**src/rtl/rs_age_ordered.sv**
```systemverilog
// Age-ordered reservation station: buffers issued ops, snoops write-back channels for
// operands and offers the oldest ready entry (by ROB distance from head) to one execution unit.
module rs_age_ordered #(
  parameter int DEPTH     = 8,
  parameter int DEPTH_BIT = 3,
  parameter int ROB_BIT   = 4,
  parameter int TYPE_BIT  = 5,
  parameter int XLEN      = 32,
  parameter int NUM_WB    = 2
) (
  input  logic                       clk_in,
  input  logic                       rst_in,
  input  logic                       rdy_in,
  input  logic                       rob_clear,
  input  logic [ROB_BIT-1:0]         rob_head,
  input  logic                       inst_valid,
  input  logic [TYPE_BIT-1:0]        inst_type,
  input  logic [ROB_BIT-1:0]         inst_rob_idx,
  input  logic [XLEN-1:0]            inst_r1,
  input  logic [XLEN-1:0]            inst_r2,
  input  logic [ROB_BIT-1:0]         inst_dep1,
  input  logic [ROB_BIT-1:0]         inst_dep2,
  input  logic                       inst_has_dep1,
  input  logic                       inst_has_dep2,
  output logic                       full,
  output logic [DEPTH_BIT:0]         count,
  output logic                       exe_valid,
  input  logic                       exe_ready,
  output logic [TYPE_BIT-1:0]        exe_op,
  output logic [XLEN-1:0]            exe_r1,
  output logic [XLEN-1:0]            exe_r2,
  output logic [ROB_BIT-1:0]         exe_rob_idx,
  input  logic [NUM_WB-1:0]          wb_valid,
  input  logic [NUM_WB*ROB_BIT-1:0]  wb_idx,
  input  logic [NUM_WB*XLEN-1:0]     wb_value
);

  localparam logic [DEPTH_BIT:0] COUNT_FULL = (DEPTH_BIT+1)'(DEPTH);

  logic [DEPTH-1:0]    busy_q, busy_d;
  logic [DEPTH-1:0]    hd1_q, hd1_d;
  logic [DEPTH-1:0]    hd2_q, hd2_d;
  logic [TYPE_BIT-1:0] type_q [DEPTH];
  logic [TYPE_BIT-1:0] type_d [DEPTH];
  logic [ROB_BIT-1:0]  rob_q  [DEPTH];
  logic [ROB_BIT-1:0]  rob_d  [DEPTH];
  logic [ROB_BIT-1:0]  dep1_q [DEPTH];
  logic [ROB_BIT-1:0]  dep1_d [DEPTH];
  logic [ROB_BIT-1:0]  dep2_q [DEPTH];
  logic [ROB_BIT-1:0]  dep2_d [DEPTH];
  logic [XLEN-1:0]     r1_q   [DEPTH];
  logic [XLEN-1:0]     r1_d   [DEPTH];
  logic [XLEN-1:0]     r2_q   [DEPTH];
  logic [XLEN-1:0]     r2_d   [DEPTH];
  logic [DEPTH_BIT:0]  count_q, count_d;
  logic                full_q, full_d;

  logic [ROB_BIT-1:0]  wb_tag [NUM_WB];
  logic [XLEN-1:0]     wb_val [NUM_WB];
  logic [ROB_BIT-1:0]  age_w  [DEPTH];
  logic [DEPTH-1:0]    ready_w;

  logic                 sel_found;
  logic [DEPTH_BIT-1:0] sel_idx;
  logic [ROB_BIT-1:0]   sel_age;
  logic                 free_found;
  logic [DEPTH_BIT-1:0] free_idx;
  logic                 dispatch;
  logic                 insert_acc;
  logic                 byp1_hit, byp2_hit;
  logic [XLEN-1:0]      byp1_val, byp2_val;

  for (genvar k = 0; k < NUM_WB; k++) begin : g_wb
    assign wb_tag[k] = wb_idx[k*ROB_BIT +: ROB_BIT];
    assign wb_val[k] = wb_value[k*XLEN +: XLEN];
  end

  // Age is the modular distance from the ROB head, so wrap of the tag space is harmless.
  for (genvar i = 0; i < DEPTH; i++) begin : g_age
    assign age_w[i] = rob_q[i] - rob_head;
  end

  assign ready_w = busy_q & ~hd1_q & ~hd2_q;

  always_comb begin
    sel_found = 1'b0;
    sel_idx   = '0;
    sel_age   = '0;
    for (int i = 0; i < DEPTH; i++) begin
      if (ready_w[i] && (!sel_found || (age_w[i] < sel_age))) begin
        sel_found = 1'b1;
        sel_idx   = DEPTH_BIT'(i);
        sel_age   = age_w[i];
      end
    end
  end

  always_comb begin
    free_found = 1'b0;
    free_idx   = '0;
    for (int i = DEPTH-1; i >= 0; i--) begin
      if (!busy_q[i]) begin
        free_found = 1'b1;
        free_idx   = DEPTH_BIT'(i);
      end
    end
  end

  // Scanning channels from high to low lets the lowest matching channel win.
  always_comb begin
    byp1_hit = 1'b0;
    byp1_val = inst_r1;
    byp2_hit = 1'b0;
    byp2_val = inst_r2;
    for (int k = NUM_WB-1; k >= 0; k--) begin
      if (inst_has_dep1 && wb_valid[k] && (wb_tag[k] == inst_dep1)) begin
        byp1_hit = 1'b1;
        byp1_val = wb_val[k];
      end
      if (inst_has_dep2 && wb_valid[k] && (wb_tag[k] == inst_dep2)) begin
        byp2_hit = 1'b1;
        byp2_val = wb_val[k];
      end
    end
  end

  assign exe_valid   = rdy_in & sel_found;
  assign dispatch    = exe_valid & exe_ready;
  assign insert_acc  = rdy_in & ~rob_clear & inst_valid & ~full_q & free_found;
  assign exe_op      = type_q[sel_idx];
  assign exe_r1      = r1_q[sel_idx];
  assign exe_r2      = r2_q[sel_idx];
  assign exe_rob_idx = rob_q[sel_idx];
  assign full        = full_q;
  assign count       = count_q;

  always_comb begin
    busy_d  = busy_q;
    hd1_d   = hd1_q;
    hd2_d   = hd2_q;
    type_d  = type_q;
    rob_d   = rob_q;
    dep1_d  = dep1_q;
    dep2_d  = dep2_q;
    r1_d    = r1_q;
    r2_d    = r2_q;
    count_d = count_q;
    if (rdy_in) begin
      if (rob_clear) begin
        busy_d  = '0;
        count_d = '0;
      end else begin
        for (int i = 0; i < DEPTH; i++) begin
          for (int k = NUM_WB-1; k >= 0; k--) begin
            if (busy_q[i] && hd1_q[i] && wb_valid[k] && (wb_tag[k] == dep1_q[i])) begin
              r1_d[i]  = wb_val[k];
              hd1_d[i] = 1'b0;
            end
            if (busy_q[i] && hd2_q[i] && wb_valid[k] && (wb_tag[k] == dep2_q[i])) begin
              r2_d[i]  = wb_val[k];
              hd2_d[i] = 1'b0;
            end
          end
        end
        if (dispatch) begin
          busy_d[sel_idx] = 1'b0;
        end
        // free_idx only names slots idle in the current state, so a slot vacated
        // by this cycle's dispatch is not reused until the next cycle.
        if (insert_acc) begin
          busy_d[free_idx] = 1'b1;
          type_d[free_idx] = inst_type;
          rob_d[free_idx]  = inst_rob_idx;
          dep1_d[free_idx] = inst_dep1;
          dep2_d[free_idx] = inst_dep2;
          r1_d[free_idx]   = byp1_val;
          r2_d[free_idx]   = byp2_val;
          hd1_d[free_idx]  = inst_has_dep1 & ~byp1_hit;
          hd2_d[free_idx]  = inst_has_dep2 & ~byp2_hit;
        end
        count_d = count_q + {{DEPTH_BIT{1'b0}}, insert_acc} - {{DEPTH_BIT{1'b0}}, dispatch};
      end
    end
    full_d = (count_d == COUNT_FULL);
  end

  always_ff @(posedge clk_in or posedge rst_in) begin
    if (rst_in) begin
      busy_q  <= '0;
      hd1_q   <= '0;
      hd2_q   <= '0;
      count_q <= '0;
      full_q  <= 1'b0;
      for (int i = 0; i < DEPTH; i++) begin
        type_q[i] <= '0;
        rob_q[i]  <= '0;
        dep1_q[i] <= '0;
        dep2_q[i] <= '0;
        r1_q[i]   <= '0;
        r2_q[i]   <= '0;
      end
    end else begin
      busy_q  <= busy_d;
      hd1_q   <= hd1_d;
      hd2_q   <= hd2_d;
      count_q <= count_d;
      full_q  <= full_d;
      type_q  <= type_d;
      rob_q   <= rob_d;
      dep1_q  <= dep1_d;
      dep2_q  <= dep2_d;
      r1_q    <= r1_d;
      r2_q    <= r2_d;
    end
  end

endmodule

```
**config.mk**
```make
export PLATFORM = sky130hd
export DESIGN_NAME = rs_age_ordered
export DESIGN_NICKNAME = d
export VERILOG_FILES = /design/src/rtl/rs_age_ordered.sv
export SDC_FILE = /design/constraint.sdc
export NUM_CORES = 2
export LEC_CHECK = 0
export BUFFER_PORTS_ARGS = -buffer_cell sky130_fd_sc_hd__buf_2
export CAP_MARGIN = 20
export CORE_MARGIN = 2
export CORE_UTILIZATION = 55
export DETAILED_ROUTE_END_ITERATION = 6
export GPL_ROUTABILITY_DRIVEN = 0
export GPL_TIMING_DRIVEN = 1
export MAX_ROUTING_LAYER = met4
export PLACE_DENSITY = 0.75
export SLEW_MARGIN = 15
export SYNTH_ARGS = -nofsm -noshare
export SYNTH_HDL_FRONTEND = slang
export SYNTH_SLANG_ARGS = --single-unit
```
**constraint.sdc**
```tcl
create_clock -name clk_in -period 22.5 [get_ports clk_in]
set_input_delay 3.375 -clock clk_in [delete_from_list [all_inputs] [get_ports clk_in]]
set_output_delay 3.375 -clock clk_in [all_outputs]
set_load 0.02 [all_outputs]
```
* Yosys cells after proc, flatten, opt, wreduce, memory -nomap -nowiden *
Index checks and enable logic that the tools add are counted.

word-level totals
  flip-flop bits (word level) = 677
  input bits = 167
  output and inout port bits = 79

cells by class
  add/subtract/negate cells = 10
  $lt $le $gt $ge = 14
  equality and inequality tests = 37
  mux-type cells = 215
  bitwise gates (word level) = 21
  reduce and logical (&&, ||, !) cells = 114

operator list
  kind                                     number
  two-way mux 32 bit                       73
  bitwise mux 256 bit                      2
  two-way mux 256 bit                      2
  binary-select mux 32 bit (select 3 bit)  2
  equality test 4 bit                      36
  logical AND 1 bit                        98
  bitwise mux 32 bit                       3
  demux 32 bit (select 3 bit)              1
  two-way mux 1 bit                        87
  two-way mux 8 bit                        7
  two-way mux 4 bit                        12
  two-way mux 3 bit                        14
  bitwise mux 40 bit                       1
  subtractor 4 bit                         8
  less-than comparator 4 bit               7
  bitwise AND 8 bit                        3
  inverter 8 bit                           3
  bitwise mux 8 bit                        2
  binary-select mux 5 bit (select 3 bit)   1
  demux 5 bit (select 3 bit)               1
  two-way mux 5 bit                        3
  binary-select mux 4 bit (select 3 bit)   1
  demux 4 bit (select 3 bit)               1
  bitwise AND 1 bit                        8
  15 further kinds                         35

* Logic depth before layout (Yosys ltp) *
  depth in word-level cells = 44
  depth in mapped cells = 70

* Least setup slack after synthesis *
Ideal clock, no wire load.

  path type = input to output
  start = input port rob_head[1]
  end = output port exe_r2[0]
  arrival time = 15609 ps
  setup slack = 3516 ps
  stages = 65
  path through = inv_1 -> ha_1 -> a21o_1 -> a21oi_1 -> xnor2_1 -> nand2b_1 -> ha_1 -> a21oi_1 -> o211a_1 -> nor2_1 -> ha_1 -> o21a_1 -> o22ai_1 -> o21a_1 -> inv_1 -> a311o_1 -> o31ai_1 -> ha_1 -> [... 29 more ...] -> clkbuf_1 -> nand2_1 -> o21a_1 -> ha_1 -> inv_1 -> o21ai_0 -> nor3_1 -> a21oi_1 -> o21ai_1 -> a22o_1 -> a21o_1 -> buf_4 -> a21oi_1 -> buf_2 -> buf_6 -> buf_6 -> mux2i_1 -> nand4_1

on the way
  word-level cells in the longest chain between the ends = 34

RTL lines
  item                                                                  RTL line  source
  start: declaration                                                    15        input logic [ROB_BIT-1:0] rob_head,
  subtractor 4 bit                                                      80        assign age_w[i] = rob_q[i] - rob_head;
  two-way mux 4 bit                                                     90        if (ready_w[i] && (!sel_found || (age_w[i] < sel_age))) begin
  less-than comparator 4 bit                                            90
  logical OR 1 bit                                                      90
  logical AND 1 bit                                                     90
  two-way mux 4 bit / two-way mux 1 bit (equally long branches)         90
  less-than comparator 4 bit / zero test 1 bit (equally long branches)  90
  logical OR 1 bit                                                      90
  [... 17 more ...]                                                     -
  two-way mux 4 bit / two-way mux 1 bit (equally long branches)         90
  less-than comparator 4 bit / zero test 1 bit (equally long branches)  90
  logical OR 1 bit                                                      90
  logical AND 1 bit                                                     90
  two-way mux 3 bit (*)                                                 90
  inverter 3 -> 4 bit (not written as such) (*)                         132       assign exe_r2 = r2_q[sel_idx];
  binary-select mux 32 bit (select 3 bit) (*)                           132
  two-way mux 32 bit (not written as such) (*) (2 in a row)             132
  end: declaration                                                      31        output logic [XLEN-1:0] exe_r2,

Every way passes the cells marked *; elsewhere a longest branch is shown, timed or not. The select of a mux whose other input is x is not followed.

* Worst setup path in the final report *
  start = input port rob_head[1]
  end = output port exe_r1[7]

on the way
  word-level cells in the longest chain between the ends = 34

RTL lines
  item                                                                  RTL line  source
  subtractor 4 bit                                                      80
  two-way mux 4 bit                                                     90
  less-than comparator 4 bit                                            90
  logical OR 1 bit                                                      90
  logical AND 1 bit                                                     90
  two-way mux 4 bit / two-way mux 1 bit (equally long branches)         90
  less-than comparator 4 bit / zero test 1 bit (equally long branches)  90
  logical OR 1 bit                                                      90
  [... 17 more ...]                                                     -
  two-way mux 4 bit / two-way mux 1 bit (equally long branches)         90
  less-than comparator 4 bit / zero test 1 bit (equally long branches)  90
  logical OR 1 bit                                                      90
  logical AND 1 bit                                                     90
  two-way mux 3 bit (*)                                                 90
  inverter 3 -> 4 bit (not written as such) (*)                         131       assign exe_r1 = r1_q[sel_idx];
  binary-select mux 32 bit (select 3 bit) (*)                           131
  two-way mux 32 bit (not written as such) (*) (2 in a row)             131
  end: declaration                                                      30        output logic [XLEN-1:0] exe_r1,

Marked as above.

==> impl_results.md <==
- Share of layout cells above drive strength 1: 8.99%
- Final period utilization: 95.9%
- Cell area after synthesis: 52700 um^2
- Vias: 52.7k
- Worst setup EP type: output pin
- Hold Startpoint: type_q[12]
- Setup Crit Path Kind: in -> out
- H-tree depth: 3
- DR WL/cell: 26.2 um
- Area added between synthesis and finish: 6.09%
- Fin. Hold Viols: 0
- Cell count after synthesis: 6549
- Minimum clock period: 21570 ps
- Syn_nets: 6774
- RSZ-0062 raised after global routing: false
- Leakage power: 0.0278 uW
- Initial DRT Pass Iterations: 6
- Clock Skews: 32.2 ps
- Worst setup margin: 925 ps
- Pre-CTS setup slack: 1050 ps
- Hold Crit Class: reg -> reg
- GR Util met2: 57.6%
- CP arrival: 18200 ps
- Setup repair bufs after CTS: 0
- Final-report max-slew violation count: 0
- Die Area: 98300 um^2
- FMAX: 46.4 MHz
- Initial cell density of the core: 55.5%
- Cell row count: 113
- Avg Cell Area, Syn: 8.05 um^2
- Antenna violations before repair: 11
- Number of enable flip-flop cells after synthesis: 0
- Worst reg2reg startpoint: busy_q[0]
- Worst relative slew slack: 12.1%
- Total track usage: 39.8%
- Die W: 314 um
- Core Region: 95000 um^2
- Remaining global-route overflow: 0
- CTS Sinks: 677
- Worst Path Max Fanout: 63
- Peak supply drop: 0.0000720 V
- Final setup TNS: 0 ps
- Register area share after synthesis: 32.1%
- FF+latch count, synth: 677
- Die height: 314 um
- Post-synth top flop: dfrtp_1
- Synth warn: 0
- Synth async-reset ratio: 100%
- Crit path from: rob_head[1]
- Worst slew pin tran: 1320 ps
- Max_cap viols: 0
- Detail Route Antenna Nets: 0
- Post-Route WL: 196 mm
- Synth top area share: 32.1%
- Max stage delay on crit path: 1050 ps
- Clock root buffer: clkbuf_16
- Gr busiest metal: met2
- Met3 usage in global routing: 10.1%
- I/O Buffers: 245
- Fillers: 8328
- Synth cell types: 70
- Top Ports: 246
- Clk buf depth: 3
- Hold buffers post-CTS: 0
- Residual DRC count: 0
- Setup-failing EPs final: 0
- TritonCTS clock tree: done
- Outcome: finished, final reports clean
- Largest net degree at the start of global routing: 196
- Vias in the first global route: 49.6k
- 1st-iter DRT viols: 7778
- Clk pin slew, worst setup/hold paths: 60 ps
- Met1 GRT Util: 51.7%
- Slowest cell on the critical path: nor2_4
- Number of vias per cell: 7.03
- Nets: 6381
- Worst Setup Start Kind: input port
- Power per cell area: 80.8 nW/um^2
- Global-route wire length before repair: 298 mm
- Count leader, synth: mux2i_1
- Clock buffer count from CTS: 80
- Leading cell types by total area after synthesis: dfrtp_1, mux2i_1, a211oi_1, a21oi_1, clkbuf_1
- Commonest cells in the netlist: mux2i_1, a211oi_1, dfrtp_1
- Clock Latency Late Sink: 670 ps
- Req. time, crit path: 19120 ps
- Synth area leader: dfrtp_1
- Final HPWL DP: 111 mm
final cells by class:
type	instances	area [um^2]	share of cell area, %
Multi-Input combinational cell	4720	31400	56.1
Sequential cell	677	16900	30.3
Clock buffer	118	2390	4.27
Timing Repair Buffer	337	2110	3.77
Tap cell	1265	1580	2.83
Inverter	340	1290	2.30
Clock inverter	23	225	0.403
Antenna cell	12	30.0	0.0537
logic make-up (layout without fill, tap and decap cells):
| group | count (synthesis) | in the layout | synth area share [%] |
|---|---|---|---|
| AO/OA/AOI/OAI | 1905 | 1905 | 22.6 |
| XOR/XNOR | 164 | 164 | 2.72 |
| adder cells (fa/ha/maj) | 58 | 58 | 1.50 |
| buffers and inverters | 1152 | 818 | 8.72 |
| flip-flops | 677 | 677 | 32.1 |
| multiplexers | 819 | 819 | 15.6 |
| other | 0 | 12 | 0 |
| AND/OR/NAND/NOR | 1774 | 1774 | 16.7 |
registers in the layout, indices dropped and copies added, names as in the netlist:
register,cells
r1_q,256
r2_q,256
type_q,40
dep1_q,32
dep2_q,32
rob_q,32
busy_q,8
hd1_q,8
hd2_q,8
count,4
full,1
placed cells by master (no fill, tap or decap), types with 147 or more instances in the layout:
cell type / netlist / routed
o21ai_0: 351 / 351
inv_1: 340 / 338
nor2_1: 612 / 606
nand2_1: 512 / 509
nor4b_1: 147 / 147
nor4_1: 284 / 284
a21oi_1: 607 / 606
mux2i_1: 797 / 797
dfrtp_1: 677 / 677
buf_2: 38 / 245
a211oi_1: 775 / 775
through the flow:
| stage | util [%] | std cells | total power [uW] | cell area, um^2 | hold WS [ps] |
|---|---|---|---|---|---|
| global placement | 56.0 | 7336 | 3100 | 53200 | 450 |
| CTS | 58.7 | 7477 | 4480 | 55800 | 474 |
| global route | 58.9 | 7491 | 4700 | 55900 | 511 |
| finish | 58.9 | 7492 | 4520 | 55900 | 484 |
| floorplan | - | 6549 | 2680 | 52700 | 438 |
| detailed placement | 56.0 | 7336 | 3150 | 53200 | 459 |
layer usage:
layer  vias to the layer above  part of all wire, %  routed length (um)
met3                       757                   13               26200
met1                     25195                   39               75800
li1                      22952                    -                   -
met2                      3784                   43               83900
met4                         0                  5.4               10600
met5                         -                    0                   0
critical path: cells and delay by family:
family                   cells  cell delay (ps)
AND/OR/NAND/NOR             11             2940
multiplexers                 1              420
AO/OA/AOI/OAI               32             7140
adder cells (fa/ha/maj)      8             2890
buffers and inverters        7             1340
power breakdown:
part	internal (uW)	total, uW	switching (uW)
Combinational	610	1680	1070
Sequential	1390	1500	111
Clock	769	1340	571
Total	2770	4520	1750
final timing paths:
kind | end | depth (start not counted) | slack, ps
hold / removal | type_q[12] | 2 | 480
min in group asynchronous | rob_q[18] | 2 | 2910
setup / recovery | exe_r1[7] | 59 | 930
max in group asynchronous | r1_q[139] | 4 | 17410
setup reg to reg | busy_q[5] | 56 | 8140
hold reg to reg | type_q[12] | 2 | 480
repair_timing:
action | 4_1_cts | 5_1_grt
setup endpoints to repair | 0 | 69
endpoints found under the hold margin | 0 | 0
gates resized for setup | 0 | 3
Note: power is estimated with default switching activity, not from simulation.
